--- config.mk ---
export PLATFORM = sky130hd
export DESIGN_NAME = serial_add_ctrl
export DESIGN_NICKNAME = d
export VERILOG_FILES = /design/src/rtl/serial_add_ctrl.sv
export SDC_FILE = /design/constraint.sdc
export NUM_CORES = 1
export LEC_CHECK = 0
export ABC_AREA = 1
export ABC_CLOCK_PERIOD_IN_PS = 1900
export CAP_MARGIN = 20
export CELL_PAD_IN_SITES_DETAIL_PLACEMENT = 1
export CELL_PAD_IN_SITES_GLOBAL_PLACEMENT = 1
export CORE_ASPECT_RATIO = 0.6
export CORE_MARGIN = 3
export CORE_UTILIZATION = 39
export DETAILED_ROUTE_END_ITERATION = 12
export GPL_TIMING_DRIVEN = 0
export PLACE_DENSITY = 0.76
export SLEW_MARGIN = 40
export SYNTH_ARGS = -nofsm -noshare
export SYNTH_HDL_FRONTEND = slang
export SYNTH_SLANG_ARGS = --single-unit
export TNS_END_PERCENT = 5
--- constraint.sdc ---
create_clock -name clk -period 1.9 [get_ports clk]
set_clock_uncertainty 0.15 [all_clocks]
set_input_delay 0.285 -clock clk [delete_from_list [all_inputs] [get_ports clk]]
set_output_delay 0.285 -clock clk [all_outputs]
set_load 0.05 [all_outputs]
--- src/rtl/serial_add_ctrl.sv ---
// Multi-cycle WIDTH-bit adder that runs a 2-bit adder slice once per clock, least-significant digit first.
// Results (sum/cout/ovf) are updated only on the completing edge, together with a one-cycle done pulse.
module serial_add_ctrl #(
    parameter int WIDTH = 8
) (
    input  logic             clk,
    input  logic             rst_n,
    input  logic             start,
    input  logic [WIDTH-1:0] a,
    input  logic [WIDTH-1:0] b,
    output logic             busy,
    output logic             done,
    output logic [WIDTH-1:0] sum,
    output logic             cout,
    output logic             ovf
);
    localparam int N  = WIDTH / 2;
    localparam int CW = (N > 1) ? $clog2(N) : 1;

    typedef enum logic {IDLE, RUN} state_t;

    // state is kept as a named register so checkers can bind to it directly
    state_t           state;
    state_t           state_next;
    logic             accept;
    logic [WIDTH-1:0] op_a;
    logic [WIDTH-1:0] op_b;
    logic [WIDTH-1:0] res;
    logic             carry;
    logic [CW-1:0]    cnt;
    logic             last;
    logic             c_mid;
    logic             c_out;
    logic [1:0]       slice_sum;
    logic [WIDTH+1:0] res_wide;

    // 2-bit adder slice; c_mid is the carry between its bit 0 and bit 1
    always_comb begin
        slice_sum[0] = op_a[0] ^ op_b[0] ^ carry;
        c_mid        = (op_a[0] & op_b[0]) | (carry & (op_a[0] ^ op_b[0]));
        slice_sum[1] = op_a[1] ^ op_b[1] ^ c_mid;
        c_out        = (op_a[1] & op_b[1]) | (c_mid & (op_a[1] ^ op_b[1]));
    end

    assign last     = (cnt == CW'(N - 1));
    assign res_wide = {slice_sum, res};
    assign busy     = (state == RUN);

    always_ff @(posedge clk or negedge rst_n) begin
        if (!rst_n) state <= IDLE;
        else        state <= state_next;
    end

    always_comb begin
        state_next = state;
        accept     = 1'b0;
        case (state)
            IDLE: begin
                if (start) begin
                    accept     = 1'b1;
                    state_next = RUN;
                end
            end
            RUN: begin
                if (last) state_next = IDLE;
            end
            default: state_next = IDLE;
        endcase
    end

    // New digits enter the result register from the top, so after N steps it holds the full sum
    always_ff @(posedge clk or negedge rst_n) begin
        if (!rst_n) begin
            op_a  <= '0;
            op_b  <= '0;
            res   <= '0;
            carry <= 1'b0;
            cnt   <= '0;
            sum   <= '0;
            cout  <= 1'b0;
            ovf   <= 1'b0;
            done  <= 1'b0;
        end else begin
            done <= 1'b0;
            if (accept) begin
                op_a  <= a;
                op_b  <= b;
                carry <= 1'b0;
                cnt   <= '0;
            end else if (state == RUN) begin
                op_a  <= op_a >> 2;
                op_b  <= op_b >> 2;
                res   <= res_wide[WIDTH+1:2];
                carry <= c_out;
                cnt   <= cnt + CW'(1);
                if (last) begin
                    sum  <= res_wide[WIDTH+1:2];
                    cout <= c_out;
                    ovf  <= c_mid ^ c_out;
                    done <= 1'b1;
                end
            end
        end
    end
endmodule
Yosys cells after proc, flatten, opt, wreduce, memory -nomap -nowiden
Index checks and enable logic that the tools add are counted.
Cells by class
  bitwise operators: 13
  reduce and logical (&&, ||, !) cells: 3
  eq/ne operators: 1
  add/subtract/negate cells: 1
  mux-type cells: 15
Operators with widths (count)
  $mux 8: 4
  $mux 1: 8
  $xor 1x1->1: 5
  $and 1x1->1: 4
  $mux 2: 2
  $reduce_and 3->1: 1
  $add 2x1->2 const B: 1
  $eq 2x2->1 const B: 1
  $not 1->1: 2
  $or 1x1->1: 2
  $pmux 1 s2: 1
  $reduce_and 2->1: 1
  $reduce_bool 2->1: 1
Word-level totals
  input bits: 19
  output and inout port bits: 12
  register bits: 39

Logic depth before layout (Yosys ltp)
Gate-level depths: netlist of run 1.
  depth in word-level cells: 7
  mapped depth: 8

Least setup slack after synthesis of run 1
No wires, ideal clock.
  kind: reg-to-reg
  start point: register op_a[0]
  end point: register res[7]
  slack: 0.197 ns
  data required time: 1.624 ns
  arrival time: 1.427 ns
  setup time: 0.126 ns
  stages on the path, launching flop included: 7
  buffers on the path: 0
  cells stage by stage: dfrtp_1 > inv_1 > fa_1 > inv_1 > fa_1 > nand2_1 > o21ai_0
On the way
  longest elaborated chain between the ends: 4
  elaborated cells on any way between the ends: 5
  classes of those cells: bitwise: 5
Ends and longest elaborated chain
  from (decl): line 26  | logic [WIDTH-1:0] op_a;
  from (signal assigned): line 91  | op_a <= op_a >> 2;
  $xor 1x1->1: line 40  | c_mid = (op_a[0] & op_b[0]) | (carry & (op_a[0] ^ op_b[0]));
  $and 1x1->1: line 40
  $or 1x1->1 *: line 40
  $xor 1x1->1 *: line 41  | slice_sum[1] = op_a[1] ^ op_b[1] ^ c_mid;
  named net res_wide[9]: line 35  | logic [WIDTH+1:0] res_wide;
  to (signal assigned): line 93  | res <= res_wide[WIDTH+1:2];
  to (decl): line 28  | logic [WIDTH-1:0] res;
Mark *: on every way through the listed nets, which the timed path passes. The rest lies on a longest branch.
A chain may end at the register's enable or synchronous reset.

Worst setup path in the final report of run 1
  start point: register sum[1]
  end point: output port sum[1]
RTL lines
  from (decl): line 13  | output logic [WIDTH-1:0] sum,
  from (signal assigned): line 97  | sum <= res_wide[WIDTH+1:2];
No word-level cell between the ends.

==> results of run 1 <==
-- registers in the layout (all words and copies together) (netlist names) --
name,flops
op_b,8
op_a,8
cnt,2
cout,1
carry,1
busy,1
ovf,1
done,1
sum,8
res,6
-- cells by family after synthesis --
group | share of synthesized area [%]
buffers and inverters | 8.79
AO/OA/AOI/OAI | 6.65
AND/OR/NAND/NOR | 24.8
adder cells (fa/ha/maj) | 3.21
flip-flops | 56.6
-- synthesized netlist by cell type, types with 2 or more instances --
library cell	instances
buf_4	2
buf_6	7
dfrtp_1	37
fa_1	2
inv_1	10
inv_2	2
nand2_1	60
nand3_1	29
o21ai_0	5
o21ai_2	9
-- placed cells by master (no fill, tap or decap), types with 2 or more instances in the layout --
| master | netlist | layout |
|---|---|---|
| o21ai_0 | 5 | 5 |
| dlygate4sd2_1 | 0 | 2 |
| buf_4 | 2 | 2 |
| nand2_1 | 60 | 60 |
| clkdlybuf4s50_1 | 0 | 18 |
| dlymetal6s2s_1 | 0 | 8 |
| o21ai_2 | 9 | 9 |
| clkbuf_1 | 0 | 3 |
| buf_6 | 7 | 7 |
| dfrtp_1 | 37 | 37 |
| buf_2 | 1 | 2 |
| inv_1 | 10 | 9 |
| clkbuf_8 | 0 | 5 |
| inv_2 | 2 | 3 |
| nand3_1 | 29 | 29 |
-- worst max-delay path by stage --
stage | from | endpoint | slack [ns] | cells after the start
3_3_place_gp | rst_n | op_b[4] | -0.44 | 1
4_1_cts | ovf | ovf | 0.00001 | 1
5_1_grt | done | done | 0.007 | 1
2_1_floorplan | op_a[0] | res[7] | 0.20 | 6
3_5_place_dp | op_a[0] | res[7] | 0.07 | 6
6_report | sum[1] | sum[1] | 0.03 | 1
-- where the power goes --
group          total [mW]  internal (mW)  switching (mW)
registers            1.26           1.09           0.170
logic                1.55          0.567           0.985
clock network       0.532          0.261           0.271
-- routing by layer --
metal	global-route usage [%]	vias to the layer above
met5	0	-
met2	24.7	28
met1	24.3	623
met4	5.73	0
li1	-	617
met3	4.44	7
-- final cells by class --
| type | count | area share, % |
|---|---|---|
| tap | 57 | 3.35 |
| buffer | 10 | 4.64 |
| timing repair buffer | 31 | 16.0 |
| clock buffer | 8 | 3.76 |
| multi-input combinational | 110 | 26.7 |
| sequential | 37 | 43.5 |
| inverter | 12 | 2.11 |
-- per-stage QoR --
stage               power (mW)  worst slack (ns)  hold slack (ns)  instances  setup TNS, ns
detailed placement        2.84            0.0742           0.0616        256              0
finish                    3.34            0.0336            0.181        265              0
global placement          2.77            -0.440            0.303        255         -16.19
global route              3.58           0.00693            0.207        265              0
CTS                       3.37         0.0000101            0.177        265              0
floorplan                 2.33             0.197           -0.161        169              0
-- repair_timing --
item                                   4_1_cts  5_1_grt
endpoints found under the hold margin       13        0
hold buffers                                 1        0
gates resized for setup                      2       10
setup endpoints to repair                    2        9
==> impl_metrics.json, run 1 <==
{
  "dr.first_iter.drc_count": 35,
  "path_max_fanout": 2,
  "status": "finished clean",
  "num_antenna_cells": 0,
  "worstPathRequired_ns": 1.46,
  "synth.largest_area_cell": "dfrtp_1",
  "vias": 1275,
  "finalSetupViolations": 0,
  "rsz0062_at_grt": "false",
  "io_buffers": 29,
  "drive_gt1_share_pct": 15.4,
  "place_area_um2": 2020,
  "drt_wl_total_mm": 3.82,
  "path_class": "flip-flop to output port",
  "place_congestion": 0.788,
  "fin_crit_ns": 1.87,
  "dr.pass1.iters": 4,
  "grt_antenna_before_repair": 0,
  "yosys_warnings": 0,
  "clkTransAtPathRegs_ns": 0.07,
  "die_w_um": 89.6,
  "ys_seq_area_share_pct": 56.6,
  "r2r-end": "res[7]",
  "postCtsSetupBuffers": 0,
  "crit_arrival_ns": 1.43,
  "final_antenna_net_count": 0,
  "wl_per_cell_um": 14.4,
  "critical_path_buf_inv_count": 1,
  "hold_end": "op_b[0]",
  "area_growth_pct": 30.2,
  "drv_cap": 0,
  "synth_top_area_share_pct": 56.6,
  "r2r_slack_ns": 0.12,
  "critical-path-top-delay-family": "buffers and inverters",
  "postSynthAreaPerCell_um2": 9.68,
  "post_drt_via_cell_ratio": 4.81,
  "crit_path_top_delay_cell": "clkdlybuf4s50_1",
  "wl_met1_mm": 1.86,
  "grt_max_degree": 25,
  "final-seq-area_um2": 926,
  "synth-async-reset-ratio_pct": 100,
  "post-route-util_pct": 55.3,
  "drc": 0,
  "grt_pass1_wl_mm": 6.49,
  "highest-signal-layer": "met4",
  "cts_buffers": 5,
  "synth_flop_cell": "dfrtp_1",
  "grt_pass1_vias": 1309,
  "clockBufferDepth": 2,
  "cp-end-kind": "output port",
  "core-area_um2": 3850,
  "cp-start-kind": "flip-flop",
  "die-height_um": 56.2,
  "gr-total-overflow": 0,
  "p_per_area_nw_per_um2": 1570,
  "tightestPinTransition_ns": 0.509,
  "reg2reg_from": "op_a[0]",
  "ioPinCount": 31,
  "clock_tree.root_cell": "clkbuf_8",
  "min_path_type": "input pin to flip-flop",
  "fmax_mhz": 536,
  "clock_latency_ns": 0.29,
  "hold_depth": 3,
  "relSlewSlack_pct": 66.0,
  "fp-row-count": 17,
  "fin_crit_sh_pct": 98.2,
  "grt_usage_pct": 17.0,
  "route.met2.wl_mm": 1.70,
  "syn_area_um2": 1640,
  "synth_edf_count": 0,
  "cts_tree": "done",
  "vdd_ir_drop_max_uv": 788,
  "design.die.area_um2": 5030,
  "ys_ff_latch": 37,
  "syn-instance-count": 169,
  "syn_nets": 191,
  "p_leak_nw": 1.13,
  "nFillCells": 434,
  "clkSinkCount": 37,
  "initial_core_util_pct": 42.5,
  "slew_violations": 0,
  "multiInputGateArea_um2": 569,
  "crit_chain": "clkdlybuf4s50_1",
  "met3WireLength_um": 195,
  "synth_cell_types": 16,
  "yosys-top-cells-area": "dfrtp_1 (57%), nand2_1 (14%), nand3_1 (8.9%), buf_6 (4.8%), o21ai_2 (4.8%)",
  "final_cell_area_um2": 2130,
  "r2r_cells": 6,
  "nets": 229,
  "hp-start": "start",
  "htree_num_levels": 2,
  "hold_viol_final": 0,
  "cp_slowest_stage_delay_ns": 0.80,
  "dp_hpwl_mm": 2.85
}
Note: power is estimated with default switching activity, not from simulation.
==> inputs of run 2 (changes only) <==
==> constraint.sdc (replaced) <==
create_clock -name clk -period 1.9 [get_ports clk]
set_clock_uncertainty 0.15 [all_clocks]
set_input_delay 0.285 -clock clk [delete_from_list [all_inputs] [get_ports clk]]
set_output_delay 0.285 -clock clk [all_outputs]
set_load 0.02 [all_outputs]
==> run 2 against run 1 <==
Net effect:
- via count is 0.24% higher
- global-route usage hardly changed
- core utilization shrank 0.45 points
- count of clock-buffer cells in the layout unchanged
- hold slack about the same
- maximum frequency is 4.3% higher
==> impl_metrics.json, run 2 (synthesis gave the netlist of run 1 again) <==
{
  "fin_crit_ns": 1.79,
  "fp-row-count": 17,
  "worstPathRequired_ns": 1.92,
  "crit_arrival_ns": 1.81,
  "dr.pass1.iters": 4,
  "clockBufferDepth": 2,
  "final_antenna_net_count": 0,
  "grt_antenna_before_repair": 0,
  "drt_wl_total_mm": 3.79,
  "grt_pass1_vias": 1315,
  "holdWs_ns": 0.181,
  "tightestPinTransition_ns": 0.357,
  "slew_violations": 0,
  "cp-end-kind": "flip-flop",
  "cts_tree": "done",
  "path_max_fanout": 2,
  "rsz0062_at_grt": "false",
  "clkSinkCount": 37,
  "hp-start": "start",
  "min_path_type": "input pin to flip-flop",
  "drc": 0,
  "htree_num_levels": 2,
  "num_antenna_cells": 0,
  "ioPinCount": 31,
  "nets": 229,
  "grt_max_degree": 25,
  "place_congestion": 0.788,
  "die-height_um": 56.2,
  "relSlewSlack_pct": 76.2,
  "drive_gt1_share_pct": 15.4,
  "post-route-util_pct": 54.9,
  "fin_crit_sh_pct": 94.1,
  "dpl_worst_slack_ns": 0.0742,
  "gr-total-overflow": 0,
  "p_per_area_nw_per_um2": 1490,
  "p_leak_nw": 1.00,
  "design.die.area_um2": 5030,
  "wl_per_cell_um": 14.3,
  "finalSetupViolations": 0,
  "vdd_ir_drop_max_uv": 722,
  "path_class": "flip-flop to flip-flop",
  "drv_cap": 0,
  "hold_viol_final": 0,
  "core-area_um2": 3850,
  "clock_tree.root_cell": "clkbuf_8",
  "reg2reg_from": "op_a[0]",
  "initial_core_util_pct": 42.5,
  "clock_latency_ns": 0.29,
  "status": "finished clean",
  "vias": 1278,
  "io_buffers": 29,
  "grt_usage_pct": 17.0,
  "area_growth_pct": 29.1,
  "post_drt_via_cell_ratio": 4.82,
  "dp_hpwl_mm": 2.85,
  "clkTransAtPathRegs_ns": 0.07,
  "fin_ws_ns": 0.111,
  "grt_pass1_wl_mm": 6.50,
  "mostFrequentLayoutCells": "nand2_1 (60), dfrtp_1 (37), nand3_1 (29), clkdlybuf4s50_1 (28)",
  "largest_registers": "op_a (8), op_b (8), sum (8)",
  "worstSetupStartpoint": "op_a[0]",
  "mostFrequentLayoutCell": "nand2_1",
  "p_total_mw": 3.14,
  "nFillCells": 437,
  "cp-start-kind": "flip-flop",
  "cts_buffers": 5,
  "dr.first_iter.drc_count": 33,
  "die_w_um": 89.6,
  "fmax_mhz": 559
}
run 2: cell types whose count changed in the layout (fill, tap and decap cells not counted), sizes merged:
cell           previous run  this run
dlymetal6s2s              8         0
dlygate4sd2               2         0
clkdlybuf4s50            18        28
run 2: stage by stage:
| stage | cells | setup TNS [ns] | cell area [µm²] |
|---|---|---|---|
| floorplan | 169 | 0 | 1640 |
| finish | 265 | 0 | 2110 |
| CTS | 265 | 0 | 2110 |
| detailed placement | 256 | 0 | 2020 |
| global placement | 255 | -16.19 | 2000 |
| global route | 265 | 0 | 2110 |
run 2: path summary, 6_finish.rpt:
check | to | slack [ns] | depth (start not counted)
setup reg to reg | res[7] | 0.11 | 6
setup / recovery | res[7] | 0.11 | 6
hold / removal | op_b[0] | 0.18 | 3
max in group asynchronous | sum[7] | 0.89 | 3
min in group asynchronous | op_a[5] | 0.27 | 2
hold reg to reg | op_b[7] | 0.33 | 2
run 2: layer usage:
layer	part of all wire [%]	routed length, µm	global-route usage [%]
met5	0	0	0
met4	1.5	58	5.73
met3	4.2	159	4.44
met2	45	1690	24.7
met1	50	1880	24.4
run 2: what timing repair did:
action / 4_1_cts / 5_1_grt
buffers inserted: 0 / 0
endpoints found under the setup margin: 0 / 1
gates resized for setup: 0 / 2
hold endpoints to repair: 13 / 0
hold buffers: 1 / 0
run 2: critical path, stage by stage, from the launching register on:
cell and delay (ns):
dfrtp_1 0.36, inv_1 0.07, fa_2 0.40, inv_2 0.08, fa_1 0.44, nand2_1 0.10, o21ai_0 0.08
run 2: layout make-up:
| type | count | area (µm²) | area share (%) |
|---|---|---|---|
| plain buffers | 10 | 98.8 | 4.68 |
| clock buffers | 8 | 80.1 | 3.79 |
| flip-flops and latches | 37 | 926 | 43.8 |
| inverters | 12 | 45.0 | 2.13 |
| repair buffers | 31 | 323 | 15.3 |
| multi-input cells | 110 | 569 | 26.9 |
| well taps | 57 | 71.3 | 3.37 |
run 2: power breakdown:
part | switching [mW] | internal, mW
registers | 0.172 | 1.09
logic | 0.762 | 0.587
clock network | 0.273 | 0.261
total | 1.21 | 1.93
==> inputs of run 3 (changes only) <==
--- a/config.mk
+++ b/config.mk
@@ -5,17 +5,17 @@
 export SDC_FILE = /design/constraint.sdc
 export NUM_CORES = 1
 export LEC_CHECK = 0
-export ABC_AREA = 1
 export ABC_CLOCK_PERIOD_IN_PS = 1900
 export CAP_MARGIN = 20
 export CELL_PAD_IN_SITES_DETAIL_PLACEMENT = 1
 export CELL_PAD_IN_SITES_GLOBAL_PLACEMENT = 1
 export CORE_ASPECT_RATIO = 0.6
 export CORE_MARGIN = 3
-export CORE_UTILIZATION = 39
+export CORE_UTILIZATION = 35
+export CTS_BUF_LIST = sky130_fd_sc_hd__clkbuf_2 sky130_fd_sc_hd__clkbuf_4 sky130_fd_sc_hd__clkbuf_8
 export DETAILED_ROUTE_END_ITERATION = 12
 export GPL_TIMING_DRIVEN = 0
-export PLACE_DENSITY = 0.76
+export PLACE_DENSITY = 0.67
 export SLEW_MARGIN = 40
 export SYNTH_ARGS = -nofsm -noshare
 export SYNTH_HDL_FRONTEND = slang
==> run 3 against run 2 <==
Net effect:
- worst setup slack lost 0.091 ns
- area after synthesis shrank 1.5%
- routed wire length shrank 13%
- core utilization shrank 5.2 points
- sequential power grew 3%
- power shrank 0.26%
- cell area is the same
- sequential share of layout area is the same
- via count shrank 19%
- register-to-register slack lost 0.09 ns
==> impl_metrics.json, run 3 <==
{
  "switching_share_pct": 34.1,
  "crit_arrival_ns": 1.91,
  "hp-start": "start",
  "post_drt_via_cell_ratio": 4.65,
  "status": "finished clean",
  "initial_core_util_pct": 37.9,
  "relSlewSlack_pct": 74.9,
  "path_class": "flip-flop to flip-flop",
  "mostFrequentLayoutCell": "dfrtp_1",
  "dr.pass1.iters": 4,
  "htree_num_levels": 2,
  "synth.largest_area_cell": "dfrtp_1",
  "cp-end-kind": "flip-flop",
  "tightestPinTransition_ns": 0.377,
  "ys_seq_area_share_pct": 57.5,
  "wl_per_cell_um": 14.9,
  "p_clk_share_pct": 17.5,
  "drv_cap": 0,
  "die_w_um": 93.6,
  "ioPinCount": 31,
  "dp_hpwl_mm": 2.40,
  "holdWs_ns": 0.231,
  "fin_crit_sh_pct": 98.9,
  "postSynthAreaPerCell_um2": 13.2,
  "synth_most_common_cell": "dfrtp_1",
  "yosys-top-cells-area": "dfrtp_1 (57%), mux2i_1 (12%), mux2_4 (7.5%), mux2_2 (4.9%), o21ai_0 (3.7%)",
  "grt_pass1_vias": 1110,
  "seqPwrFrac_pct": 41.4,
  "drt_wl_total_mm": 3.31,
  "syn_nets": 144,
  "reg2reg_from": "carry",
  "cp-start-kind": "flip-flop",
  "synth_edf_count": 0,
  "p_leak_nw": 1.01,
  "syn_area_um2": 1610,
  "core-area_um2": 4260,
  "synth_top_area_share_pct": 57.5,
  "synth_cell_types": 16,
  "area_growth_pct": 31.1,
  "slew_violations": 0,
  "clkTransAtPathRegs_ns": 0.08,
  "clkSinkCount": 37,
  "hold_viol_final": 0,
  "place_congestion": 0.694,
  "p_sw_mw": 1.07,
  "grt_pass1_wl_mm": 5.59,
  "num_antenna_cells": 0,
  "dr.first_iter.drc_count": 48,
  "worstSetupStartpoint": "carry",
  "final_antenna_net_count": 0,
  "grt_antenna_before_repair": 0,
  "grt_max_degree": 25,
  "synth-async-reset-ratio_pct": 100,
  "drive_gt1_share_pct": 22.2,
  "path_max_fanout": 2,
  "cts_buffers": 5,
  "finalSetupViolations": 0,
  "layout.cells.non_filler": 222,
  "drc": 0,
  "io_buffers": 29,
  "final_cell_area_um2": 2110,
  "place_area_um2": 2000,
  "p_int_mw": 2.07,
  "r2r_slack_ns": 0.02,
  "grt_usage_pct": 13.4,
  "largest_registers": "op_a (8), op_b (8), sum (8)",
  "vdd_ir_drop_max_uv": 593,
  "min_path_type": "input pin to flip-flop",
  "synth_flop_cell": "dfrtp_1",
  "cts_tree": "done",
  "nets": 183,
  "die-height_um": 58.6,
  "p_comb_share_pct": 41.1,
  "placed_cells": 212,
  "vias": 1032,
  "ys_ff_latch": 37,
  "clock_tree.root_cell": "clkbuf_8",
  "fmax_mhz": 532,
  "post-route-util_pct": 49.6,
  "mostFrequentLayoutCells": "dfrtp_1 (37), clkdlybuf4s50_1 (28), mux2i_1 (19), nand2_1 (13), o21ai_0 (12)",
  "clockBufferDepth": 2,
  "gr-total-overflow": 0,
  "synthTopCellsByCount": "dfrtp_1 (37), mux2i_1 (19), nand2_1 (13)",
  "yosys_warnings": 0,
  "clock_latency_ns": 0.29,
  "fin_ws_ns": 0.0202,
  "fin_crit_ns": 1.88,
  "design.die.area_um2": 5480,
  "p_per_area_nw_per_um2": 1480,
  "syn-instance-count": 122,
  "fp-row-count": 18,
  "dpl_worst_slack_ns": -0.0614,
  "worstPathRequired_ns": 1.93
}
==> run 3: cell count changes after synthesis, sizes merged, moves of 2 or more <==
cell	change
inv	-4
mux2	+15
o21ai	-3
mux2i	+19
nand2	-48
buf	-3
nand3	-29
a22o	+2
nor2	+3
==> run 3: repair_timing <==
item | 4_1_cts | 5_1_grt
endpoints found under the hold margin | 13 | 0
endpoints found under the setup margin | 2 | 3
hold buffers | 1 | 0
buffers inserted | 0 | 1
pin swaps | 0 | 2
gates resized for setup | 1 | 2
==> run 3: area by class of cell <==
class	instances	area [µm²]
timing repair buffer	32	330
fill	444	2140
inverter	8	30.0
clock buffer	5	68.8
buffer	7	60.1
tap	60	75.1
clock inverter	3	22.5
multi-input combinational	70	601
sequential	37	926
==> run 3: through the flow <==
step / setup TNS [ns] / power [mW]
finish: 0 / 3.13
global route: -0.0404 / 3.36
CTS: 0 / 3.17
detailed placement: -0.115 / 2.60
global placement: -17.59 / 2.54
floorplan: 0 / 2.10
==> run 3: path summary, 6_finish.rpt <==
| check | depth (start not counted) | to |
|---|---|---|
| max in group asynchronous | 3 | op_a[1] |
| worst max register to register | 5 | res[7] |
| worst min register to register | 2 | op_b[5] |
| worst max-delay path | 5 | res[7] |
| min in group asynchronous | 2 | res[3] |
| worst min-delay path | 3 | op_b[5] |
==> run 3: critical path, cell delays in order, from the launching register on <==
cell and delay (ns):
dfrtp_1 0.36, inv_1 0.08, fa_2 0.41, inv_2 0.07, fa_2 0.42, mux2_2 0.28
==> run 3: metal layers <==
| metal | global-route usage [%] | part of all wire [%] |
|---|---|---|
| met2 | 20.0 | 43 |
| met4 | 3.70 | 0.82 |
| met1 | 19.1 | 50 |
| met5 | 0 | 0 |
| met3 | 4.34 | 5.7 |
==> run 3: cell families after synthesis <==
kind of cell	Yosys count	synth area share, %
compound gates	14	4.81
xor+xnor	1	0.544
fa+ha+maj	3	3.26
buf+inv	15	5.59
flops	37	57.5
mux	34	24.1
simple gates	18	4.19
==> run 3: power groups by stage <==
| stage | registers [mW] | logic (mW) | clock network, mW |
|---|---|---|---|
| 2_1_floorplan | 1.40 | 0.700 | 0 |
| 6_report | 1.30 | 1.29 | 0.549 |
| 5_1_grt | 1.34 | 1.41 | 0.607 |
| 3_3_place_gp | 1.30 | 1.24 | 0 |
| 3_5_place_dp | 1.31 | 1.29 | 0 |
| 4_1_cts | 1.30 | 1.30 | 0.574 |
